File: config.mk
export PLATFORM = sky130hd
export DESIGN_NAME = layer_mixer
export DESIGN_NICKNAME = d
export VERILOG_FILES = /design/src/rtl/layer_mixer_pkg.sv /design/src/rtl/layer_mixer_prio.sv /design/src/rtl/layer_mixer.sv
export SDC_FILE = /design/constraint.sdc
export NUM_CORES = 1
export LEC_CHECK = 0
export CAP_MARGIN = 10
export CELL_PAD_IN_SITES_DETAIL_PLACEMENT = 1
export CELL_PAD_IN_SITES_GLOBAL_PLACEMENT = 2
export CORE_MARGIN = 4
export CORE_UTILIZATION = 38
export DETAILED_ROUTE_END_ITERATION = 8
export DONT_BUFFER_PORTS = 1
export PLACE_DENSITY = 0.82
export SLEW_MARGIN = 40
export SYNTH_ARGS = -nofsm -noshare
export SYNTH_HDL_FRONTEND = slang
export SYNTH_HIERARCHICAL = 1
export SYNTH_SLANG_ARGS = --single-unit
File: constraint.sdc
create_clock -name clk -period 3.45 [get_ports clk]
set_input_delay 0.345 -clock clk [delete_from_list [all_inputs] [get_ports clk]]
set_output_delay 0.345 -clock clk [all_outputs]
set_load 0.05 [all_outputs]
File: src/rtl/layer_mixer_pkg.sv
// Shared definitions for the layer mixer: register map, reset values and
// the configuration register bundle used by the top level.
package layer_mixer_pkg;

    // Register addresses on the 5-bit register port
    localparam logic [4:0] ADDR_CTRL       = 5'd0;
    localparam logic [4:0] ADDR_BACKGROUND = 5'd1;
    localparam logic [4:0] ADDR_BORDER     = 5'd2;
    localparam logic [4:0] ADDR_HSTART_LO  = 5'd3;
    localparam logic [4:0] ADDR_HSTART_HI  = 5'd4;
    localparam logic [4:0] ADDR_HSTOP_LO   = 5'd5;
    localparam logic [4:0] ADDR_HSTOP_HI   = 5'd6;

    // Reset values
    localparam logic       CTRL_ENABLE_RST = 1'b1;
    localparam logic [7:0] BACKGROUND_RST  = 8'h00;
    localparam logic [7:0] BORDER_RST      = 8'h00;
    localparam logic [9:0] HSTART_RST      = 10'd0;
    localparam logic [9:0] HSTOP_DEFAULT   = 10'd640;

    // Highest line-buffer index; the x counter saturates here
    localparam logic [9:0] LB_IDX_MAX = 10'd1023;

    typedef struct packed {
        logic       enable;
        logic [7:0] background;
        logic [7:0] border;
        logic [9:0] hstart;
        logic [9:0] hstop;
    } mixer_cfg_t;

    localparam mixer_cfg_t CFG_RST = '{
        enable:     CTRL_ENABLE_RST,
        background: BACKGROUND_RST,
        border:     BORDER_RST,
        hstart:     HSTART_RST,
        hstop:      HSTOP_DEFAULT
    };

endpackage

File: src/rtl/layer_mixer_prio.sv
// Combinational priority resolve: picks the topmost opaque source among the
// tile/bitmap layers and the sprite, falling back to the background colour.
module layer_mixer_prio
    import layer_mixer_pkg::*;
#(
    parameter int NUM_LAYERS = 2,
    parameter int COLOR_W    = 8,
    parameter int ZW         = $clog2(NUM_LAYERS + 1)
) (
    input  logic [NUM_LAYERS-1:0]         layer_enabled,
    input  logic [NUM_LAYERS*COLOR_W-1:0] layer_data,
    input  logic                          sprite_enabled,
    input  logic [COLOR_W+ZW-1:0]         sprite_data,
    input  logic [COLOR_W-1:0]            background,
    output logic [COLOR_W-1:0]            pixel
);

    logic [COLOR_W-1:0] sprite_color;
    logic [ZW-1:0]      sprite_depth;
    logic               sprite_opaque;
    logic [31:0]        sprite_slot;

    assign sprite_color  = sprite_data[COLOR_W-1:0];
    assign sprite_depth  = sprite_data[COLOR_W +: ZW];
    // Depth 0 hides the sprite outright
    assign sprite_opaque = sprite_enabled && (sprite_color != '0) && (sprite_depth != '0);
    // Depths beyond the layer count put the sprite on top of everything
    assign sprite_slot   = (32'(sprite_depth) > 32'(NUM_LAYERS)) ? 32'(NUM_LAYERS)
                                                                 : 32'(sprite_depth);

    // Paint bottom to top; a later opaque source overwrites an earlier one.
    // The sprite at slot d is painted right after layer d-1.
    always_comb begin
        pixel = background;
        for (int i = 0; i < NUM_LAYERS; i++) begin
            if (layer_enabled[i] && (layer_data[i*COLOR_W +: COLOR_W] != '0)) begin
                pixel = layer_data[i*COLOR_W +: COLOR_W];
            end
            if (sprite_opaque && (sprite_slot == 32'(i + 1))) begin
                pixel = sprite_color;
            end
        end
    end

endmodule

File: src/rtl/layer_mixer.sv
// Layer mixer top: register file, line-buffer x counter, one-cycle index
// delay for window alignment and the registered output pixel.
module layer_mixer
    import layer_mixer_pkg::*;
#(
    parameter int NUM_LAYERS = 2,
    parameter int COLOR_W    = 8,
    parameter int ZW         = $clog2(NUM_LAYERS + 1)
) (
    input  logic                          clk,
    input  logic                          rst,
    input  logic [4:0]                    regs_addr,
    input  logic [7:0]                    regs_wrdata,
    input  logic                          regs_write,
    output logic [7:0]                    regs_rddata,
    input  logic [NUM_LAYERS-1:0]         layer_enabled,
    input  logic [NUM_LAYERS*COLOR_W-1:0] layer_lb_data,
    input  logic                          sprite_enabled,
    input  logic [COLOR_W+ZW-1:0]         sprite_lb_data,
    output logic [9:0]                    lb_idx,
    output logic                          start_of_screen,
    output logic                          start_of_line,
    input  logic                          display_start_of_screen,
    input  logic                          display_start_of_line,
    input  logic                          display_next_pixel,
    output logic [COLOR_W-1:0]            display_data
);

    mixer_cfg_t         cfg;
    logic [9:0]         x_d1;
    logic               in_window;
    logic [COLOR_W-1:0] mixed;

    assign start_of_screen = display_start_of_screen;
    assign start_of_line   = display_start_of_line;

    // Register writes; unmapped addresses are ignored
    always_ff @(posedge clk or posedge rst) begin
        if (rst) begin
            cfg <= CFG_RST;
        end else if (regs_write) begin
            case (regs_addr)
                ADDR_CTRL:       cfg.enable      <= regs_wrdata[0];
                ADDR_BACKGROUND: cfg.background  <= regs_wrdata;
                ADDR_BORDER:     cfg.border      <= regs_wrdata;
                ADDR_HSTART_LO:  cfg.hstart[7:0] <= regs_wrdata;
                ADDR_HSTART_HI:  cfg.hstart[9:8] <= regs_wrdata[1:0];
                ADDR_HSTOP_LO:   cfg.hstop[7:0]  <= regs_wrdata;
                ADDR_HSTOP_HI:   cfg.hstop[9:8]  <= regs_wrdata[1:0];
                default: ;
            endcase
        end
    end

    // Combinational read-back; unused bits and unmapped addresses read 0
    always_comb begin
        regs_rddata = 8'h00;
        case (regs_addr)
            ADDR_CTRL:       regs_rddata = {7'd0, cfg.enable};
            ADDR_BACKGROUND: regs_rddata = cfg.background;
            ADDR_BORDER:     regs_rddata = cfg.border;
            ADDR_HSTART_LO:  regs_rddata = cfg.hstart[7:0];
            ADDR_HSTART_HI:  regs_rddata = {6'd0, cfg.hstart[9:8]};
            ADDR_HSTOP_LO:   regs_rddata = cfg.hstop[7:0];
            ADDR_HSTOP_HI:   regs_rddata = {6'd0, cfg.hstop[9:8]};
            default:         regs_rddata = 8'h00;
        endcase
    end

    // x counter: start of line restarts it, next pixel advances it up to the last index
    always_ff @(posedge clk or posedge rst) begin
        if (rst) begin
            lb_idx <= '0;
        end else if (display_start_of_line) begin
            lb_idx <= '0;
        end else if (display_next_pixel && (lb_idx != LB_IDX_MAX)) begin
            lb_idx <= lb_idx + 10'd1;
        end
    end

    // Delay the index by one cycle so it lines up with the returned line-buffer data
    always_ff @(posedge clk or posedge rst) begin
        if (rst) begin
            x_d1 <= '0;
        end else begin
            x_d1 <= lb_idx;
        end
    end

    layer_mixer_prio #(
        .NUM_LAYERS (NUM_LAYERS),
        .COLOR_W    (COLOR_W),
        .ZW         (ZW)
    ) u_prio (
        .layer_enabled  (layer_enabled),
        .layer_data     (layer_lb_data),
        .sprite_enabled (sprite_enabled),
        .sprite_data    (sprite_lb_data),
        .background     (COLOR_W'(cfg.background)),
        .pixel          (mixed)
    );

    // An empty or inverted window leaves no pixel inside
    assign in_window = (x_d1 >= cfg.hstart) && (x_d1 < cfg.hstop);

    // Output register: border outside the window or while composition is off
    always_ff @(posedge clk or posedge rst) begin
        if (rst) begin
            display_data <= '0;
        end else if (!cfg.enable || !in_window) begin
            display_data <= COLOR_W'(cfg.border);
        end else begin
            display_data <= mixed;
        end
    end

endmodule
==> impl_metrics.toml, run 1 <==
[cts]
path_clk_slew_ns = 0.08
clockBufferDepth = 2
cts.sinks = 65
insertion_delay_ns = 0.35
cts_tree = "yes"
cts_buffers = 9
root_buffer = "clkbuf_8"
htree_levels = 3
cts_setup_buffers = 0

[setup_path]
cp.arrival_ns = 2.60
critical_path.top_delay_family = "simple AND/OR/NAND/NOR gates"
setup.worst_path.class = "flop to flop"
required_ns = 3.69
reg2reg_slack_ns = 1.08
r2r-start = "cfg[7]$_DFFE_PP1P_"
cpPeakStageDelay_ns = 0.62
r2r_end = "display_data[5]$_DFF_PP0_"
crit_path_end_kind = "flop"
slowest_stage = "nor4_4"
crit_chain = "inv_1 -> ha_1 -> a21oi_1 -> o2111ai_1 -> nor4_4 -> mux2_2"
crit_fanout = 8
cp_num_buf_inv = 1
cp-start-kind = "flop"
rr_worst_depth = 6

[yosys]
synth_adder_area_share_pct = 6.54
synth-compound-area-share_pct = 12.4
synth_xor_area_share_pct = 2.06
synth_area_um2 = 3820
synth_ff_type = "dfrtp_1"
synthSimpleGateAreaFrac_pct = 17.3
yosysSeqAreaShare_pct = 42.6
mappedNetlistNets = 412
synth_enable_flop_cells = 0
avgSynthCellArea_um2 = 11.1
synthArstFlopShare_pct = 100
yosysTopAreaCellShare_pct = 40.6
synth_top_family_by_area = "simple AND/OR/NAND/NOR gates"
ys_types = 55
yosys.area.top_type = "dfrtp_1"
synth_area_leaders = "dfrtp_1 41%, mux2_2 13%, ha_1 6.5%"
netlist_instances = 344
yosys_warnings = 6
muxShareOfSynthArea_pct = 14.8
synth-seq-cells = 65

[power_and_ir_drop]
p_sw_share_pct = 33.4
leakagePower_nw = 1.88
p_total_w = 0.00195
power_density_nw_per_um2 = 474
pwr-share-comb_pct = 16.8
switchingPower_w = 0.000653
internal_power_w = 0.00130
power_frac_clock_pct = 29.4
pwr-share-seq_pct = 53.8
ir_drop_mv = 0.168

[min_path]
hold-path-endpoint = "lb_idx[6]$_DFFE_PP0P_"
hold_path.startpoint = "display_start_of_line"
min_path_type = "primary input to flop"
min_path_cells = 1

[sta]
skew_ns = 0.0131
slew_headroom_pct = 55.3
tns_ns = 0
finalCritPeriodShare_pct = 68.6
rsz0062_at_grt = "no"
worst_pin_slew_ns = 0.666
drv_slew = 0
clock.fmax_ghz = 0.422
finalHoldViolCount = 0
final-setup-viol-count = 0
min_period_ns = 2.37

[final_layout]
diodes = 0
area_growth_pct = 7.85
nFillCells = 1106
multi_input_area_um2 = 2030
final-seq-area_um2 = 1630
drive_gt1_share_pct = 27.8
layout.nets = 415

[routing]
first_iter_violations = 126
dr.pass1.iters = 5
routedWlPerCell_um = 19.5
routed_wl_mm = 9.46
final_antenna_net_count = 0
viasPerCell = 5.62
num_vias = 2726
drc = 0

[die]
die_h_um = 108
rows = 36
die_area_um2 = 11700
ios = 76
start_util_pct = 39.1
die_w_um = 108
core_um2 = 9770

[grt]
grt_start_max_net_pins = 44
grt_overflow = 0
grt_pass1_vias = 2961
antenna_found_initial = 0
grt_pass1_wl_mm = 15.5
grt_usage_pct = 17.1

[place]
dp_hpwl_mm = 7.44
gp_congestion = 0.785
portBuffers = 0

[status]
status = "finished clean"

[run]
maxCapViolCount = 0
==> power groups by stage <==
stage                     combinational [W]  sequential, W  clock, W
after floorplan                    0.000293        0.00103         0
after global placement             0.000322        0.00106         0
after detailed placement           0.000333        0.00107         0
after CTS                          0.000337        0.00105  0.000594
after global routing               0.000376        0.00107  0.000633
final                              0.000329        0.00105  0.000574
==> sequential cells by signal (all words and copies together) (netlist names) <==
signal,flops
cfg,37
lb_idx,10
x_d1,10
display_data,8
==> worst max path at each step <==
stage / startpoint / to / slack [ns] / cells past startpoint
after CTS: cfg[7]$_DFFE_PP1P_ / display_data[6]$_DFF_PP0_ / 1.05 / 6
after global routing: cfg[36]$_DFFE_PP1P_ / regs_rddata[0] / 0.92 / 4
after global placement: cfg[7]$_DFFE_PP1P_ / display_data[4]$_DFF_PP0_ / 1.12 / 6
final: cfg[7]$_DFFE_PP1P_ / display_data[5]$_DFF_PP0_ / 1.08 / 6
after floorplan: x_d1[9]$_DFF_PP0_ / display_data[0]$_DFF_PP0_ / 1.39 / 6
after detailed placement: cfg[7]$_DFFE_PP1P_ / display_data[2]$_DFF_PP0_ / 1.06 / 6
==> synth_stat cells (all sizes together) (8+ instances only) <==
cell and n:
mux2 43, a21oi 10, dfrtp 62, nand4 13, inv 29, buf 10, ha 20, mux2i 8
nand3 12, o21ai 13, nor2 12, nand2 30
==> through the flow <==
stage	utilization, %	area [um2]	setup WS [ns]	hold slack, ns	cells
2_1_floorplan	-	3820	1.39	0.452	344
3_3_place_gp	40.3	3940	1.12	0.413	468
3_5_place_dp	40.3	3940	1.06	0.312	468
4_1_cts	42.2	4120	1.05	0.0351	485
5_1_grt	42.2	4120	0.923	0.0265	485
6_report	42.2	4120	1.08	0.0494	485
==> layout by cell type (no fill, tap or decap), types with 3 or more instances in the layout <==
master and instances:
inv_1 28, dfstp_2 3, nand3_1 12, a222oi_1 6, and4_1 4, or4_4 3, nor2_1 11, a21o_1 5
o21ai_0 11, nand2_1 27, nand4_1 13, xor2_1 7, clkbuf_8 9, mux2_2 43, a21oi_1 10, or4b_2 7
and3_1 6, ha_1 20, clkinv_2 3, nand3b_1 3, o211ai_2 7, mux2i_1 8, dfrtp_1 62
==> timing repair <==
| item | CTS | global route |
|---|---|---|
| hold buffers | 1 | 0 |
| setup endpoints to repair | 0 | 0 |
| hold endpoints to repair | 41 | 0 |
| resized for setup | 0 | 0 |
==> area by class of cell <==
type / instances / share of cell area (%)
Multi-Input combinational cell: 240 / 49.2
Inverter: 29 / 2.70
Tap cell: 133 / 4.04
Sequential cell: 65 / 39.5
Clock buffer: 9 / 3.00
Clock inverter: 7 / 1.15
Timing Repair Buffer: 2 / 0.425
==> logic make-up after synthesis <==
family | count (synthesis)
and+or+nand+nor | 104
AOI/OAI and AO/OA | 56
xor gates and xnor gates | 9
DFF | 65
muxes | 51
buffers and inverters | 39
adders and majority gates | 20
==> worst reg2reg max path, stage by stage, from the launching register on <==
cell and delay (ns):
dfstp_2 0.55, inv_1 0.04, ha_1 0.30, a21oi_1 0.13, o2111ai_1 0.20, nor4_4 0.62
mux2_2 0.41
==> layer usage <==
layer	global-route usage [%]	share of wire [%]	vias to the layer above
met5	0	0	-
met4	4.96	1.2	0
met3	5.31	7.1	6
met2	30.3	50	72
met1	19.9	42	1365
li1	-	-	1283
No activity file was read; power rests on OpenSTA's default activity.
==> run 2: changes to the inputs <==
clock period = 2.4 ns   (was 3.45 ns; I/O delays follow)
==> run 2 against run 1 <==
Clock power increased by 68%; power increased by 53%; register-to-register slack got worse by 0.99 ns; clock skew about the same; die area unchanged; setup slack got worse by 0.99 ns; utilization increased by 1.7 points; sequential share of layout area decreased by 1.5 points; count of clock-buffer cells in the layout unchanged; design area increased by 4.0%; global-route usage increased by 0.70 points; critical endpoint is now display_data[6]$_DFF_PP0_; largest cell class unchanged.
==> impl_metrics.toml, run 2 (synthesized netlist as in run 1, its figures left out) <==
[status]
status = "finished clean"

[sta]
finalHoldViolCount = 0
clock.fmax_ghz = 0.433
final-setup-viol-count = 0
slew_headroom_pct = 59.3
rsz0062_at_grt = "no"
drv_slew = 0
min_period_ns = 2.31
finalCritPeriodShare_pct = 96.2
skew_ns = 0.0127
worst_pin_slew_ns = 0.602
tns_ns = 0

[grt]
grt_usage_pct = 17.8
grt_pass1_vias = 3140
grt_pass1_wl_mm = 16.1
grt_overflow = 0
antenna_found_initial = 0
grt_start_max_net_pins = 40

[min_path]
min_path_type = "primary input to flop"
hold_path.startpoint = "regs_wrdata[2]"

[final_layout]
drive_gt1_share_pct = 30.4
area_growth_pct = 12.2
reg_top3 = "cfg x37, lb_idx x10, x_d1 x10"
nFillCells = 1074
largest_reg_flops = 37
final_cell_mix = "62 x dfrtp_1, 43 x mux2_2, 28 x inv_1"
fin_cells = 501
regMostFlops = "cfg"
diodes = 0
layout_commonest_cell = "dfrtp_1"
layout.nets = 431

[die]
die_h_um = 108
rows = 36
ios = 76
die_area_um2 = 11700
die_w_um = 108
core_um2 = 9770
start_util_pct = 39.1

[setup_path]
setup.worst_path.class = "flop to flop"
crit_start = "cfg[14]$_DFFE_PP0P_"
required_ns = 2.64
cp.arrival_ns = 2.55
crit_fanout = 8
crit_path_end_kind = "flop"
r2r-start = "cfg[14]$_DFFE_PP0P_"
cp-start-kind = "flop"

[routing]
drc = 0
final_antenna_net_count = 0
routed_wl_mm = 9.84
num_vias = 2826
routedWlPerCell_um = 19.6
first_iter_violations = 105
dr.pass1.iters = 5
viasPerCell = 5.64

[cts]
path_clk_slew_ns = 0.08
htree_levels = 3
clockBufferDepth = 2
cts_buffers = 9
root_buffer = "clkbuf_8"
insertion_delay_ns = 0.36
cts_tree = "yes"
cts.sinks = 65

[power_and_ir_drop]
power_density_nw_per_um2 = 694
leakagePower_nw = 1.98
p_total_w = 0.00298
ir_drop_mv = 0.270

[run]
maxCapViolCount = 0

[place]
dp_cells = 480
gp_congestion = 0.831
portBuffers = 0
dp_hpwl_mm = 7.62
-- run 2: per-stage QoR --
| stage | hold slack [ns] | worst slack, ns | cell area [um2] | utilization [%] |
|---|---|---|---|---|
| 3_5_place_dp | 0.231 | 0.0161 | 4040 | 41.4 |
| 5_1_grt | 0.00973 | 0.0194 | 4290 | 43.9 |
| 3_3_place_gp | 0.214 | 0.0652 | 4040 | 41.4 |
| 6_report | 0.0242 | 0.0920 | 4290 | 43.9 |
| 2_1_floorplan | 0.347 | 0.341 | 3820 | - |
| 4_1_cts | 0.00403 | 0.00248 | 4270 | 43.7 |
-- run 2: critical path, stage by stage (launching register included) --
cell and delay, ns:
dfrtp_1 0.39, inv_1 0.06, ha_1 0.30, and3_1 0.22, a221o_1 0.35, a221oi_2 0.33
nor4_4 0.07, buf_4 0.19, mux2_2 0.29
-- run 2: repair_timing --
action | CTS | global route
resized for setup | 0 | 0
endpoints found under the setup margin | 7 | 8
hold endpoints to repair | 37 | 0
pin swaps | 1 | 3
buffers inserted | 0 | 2
hold buffers | 3 | 0
-- run 2: where the power goes --
| group | internal, W | total (W) | switching (W) |
|---|---|---|---|
| clock | 0.000488 | 0.000967 | 0.000479 |
| combinational | 0.000255 | 0.000517 | 0.000262 |
| sequential | 0.00126 | 0.00149 | 0.000235 |
-- run 2: worst paths after layout --
path,endpoint,slack [ns],cells after the start
setup / recovery,display_data[6]$_DFF_PP0_,0.09,8
hold / removal,cfg[12]$_DFFE_PP0P_,0.02,1
setup reg to reg,display_data[6]$_DFF_PP0_,0.09,8
hold reg to reg,x_d1[1]$_DFF_PP0_,0.40,0
max in group asynchronous,cfg[36]$_DFFE_PP1P_,1.32,3
min in group asynchronous,x_d1[5]$_DFF_PP0_,0.40,2
-- run 2: final cells by class --
class                      instances  area [um2]  area share [%]
multi-input combinational        240        2030            47.3
sequential                        65        1630            38.0
tap                              133         166            3.88
timing repair buffer              18         155            3.62
clock buffer                       9         124            2.89
inverter                          29         109            2.54
clock inverter                     7        77.6            1.81
-- run 2: metal layers --
layer / global-route usage, % / wire, um / up-vias
li1: - / - / 1314
met1: 20.4 / 3970 / 1419
met2: 31.7 / 4970 / 78
met3: 4.30 / 699 / 15
met4: 7.39 / 201 / 0
met5: 0 / 0 / -
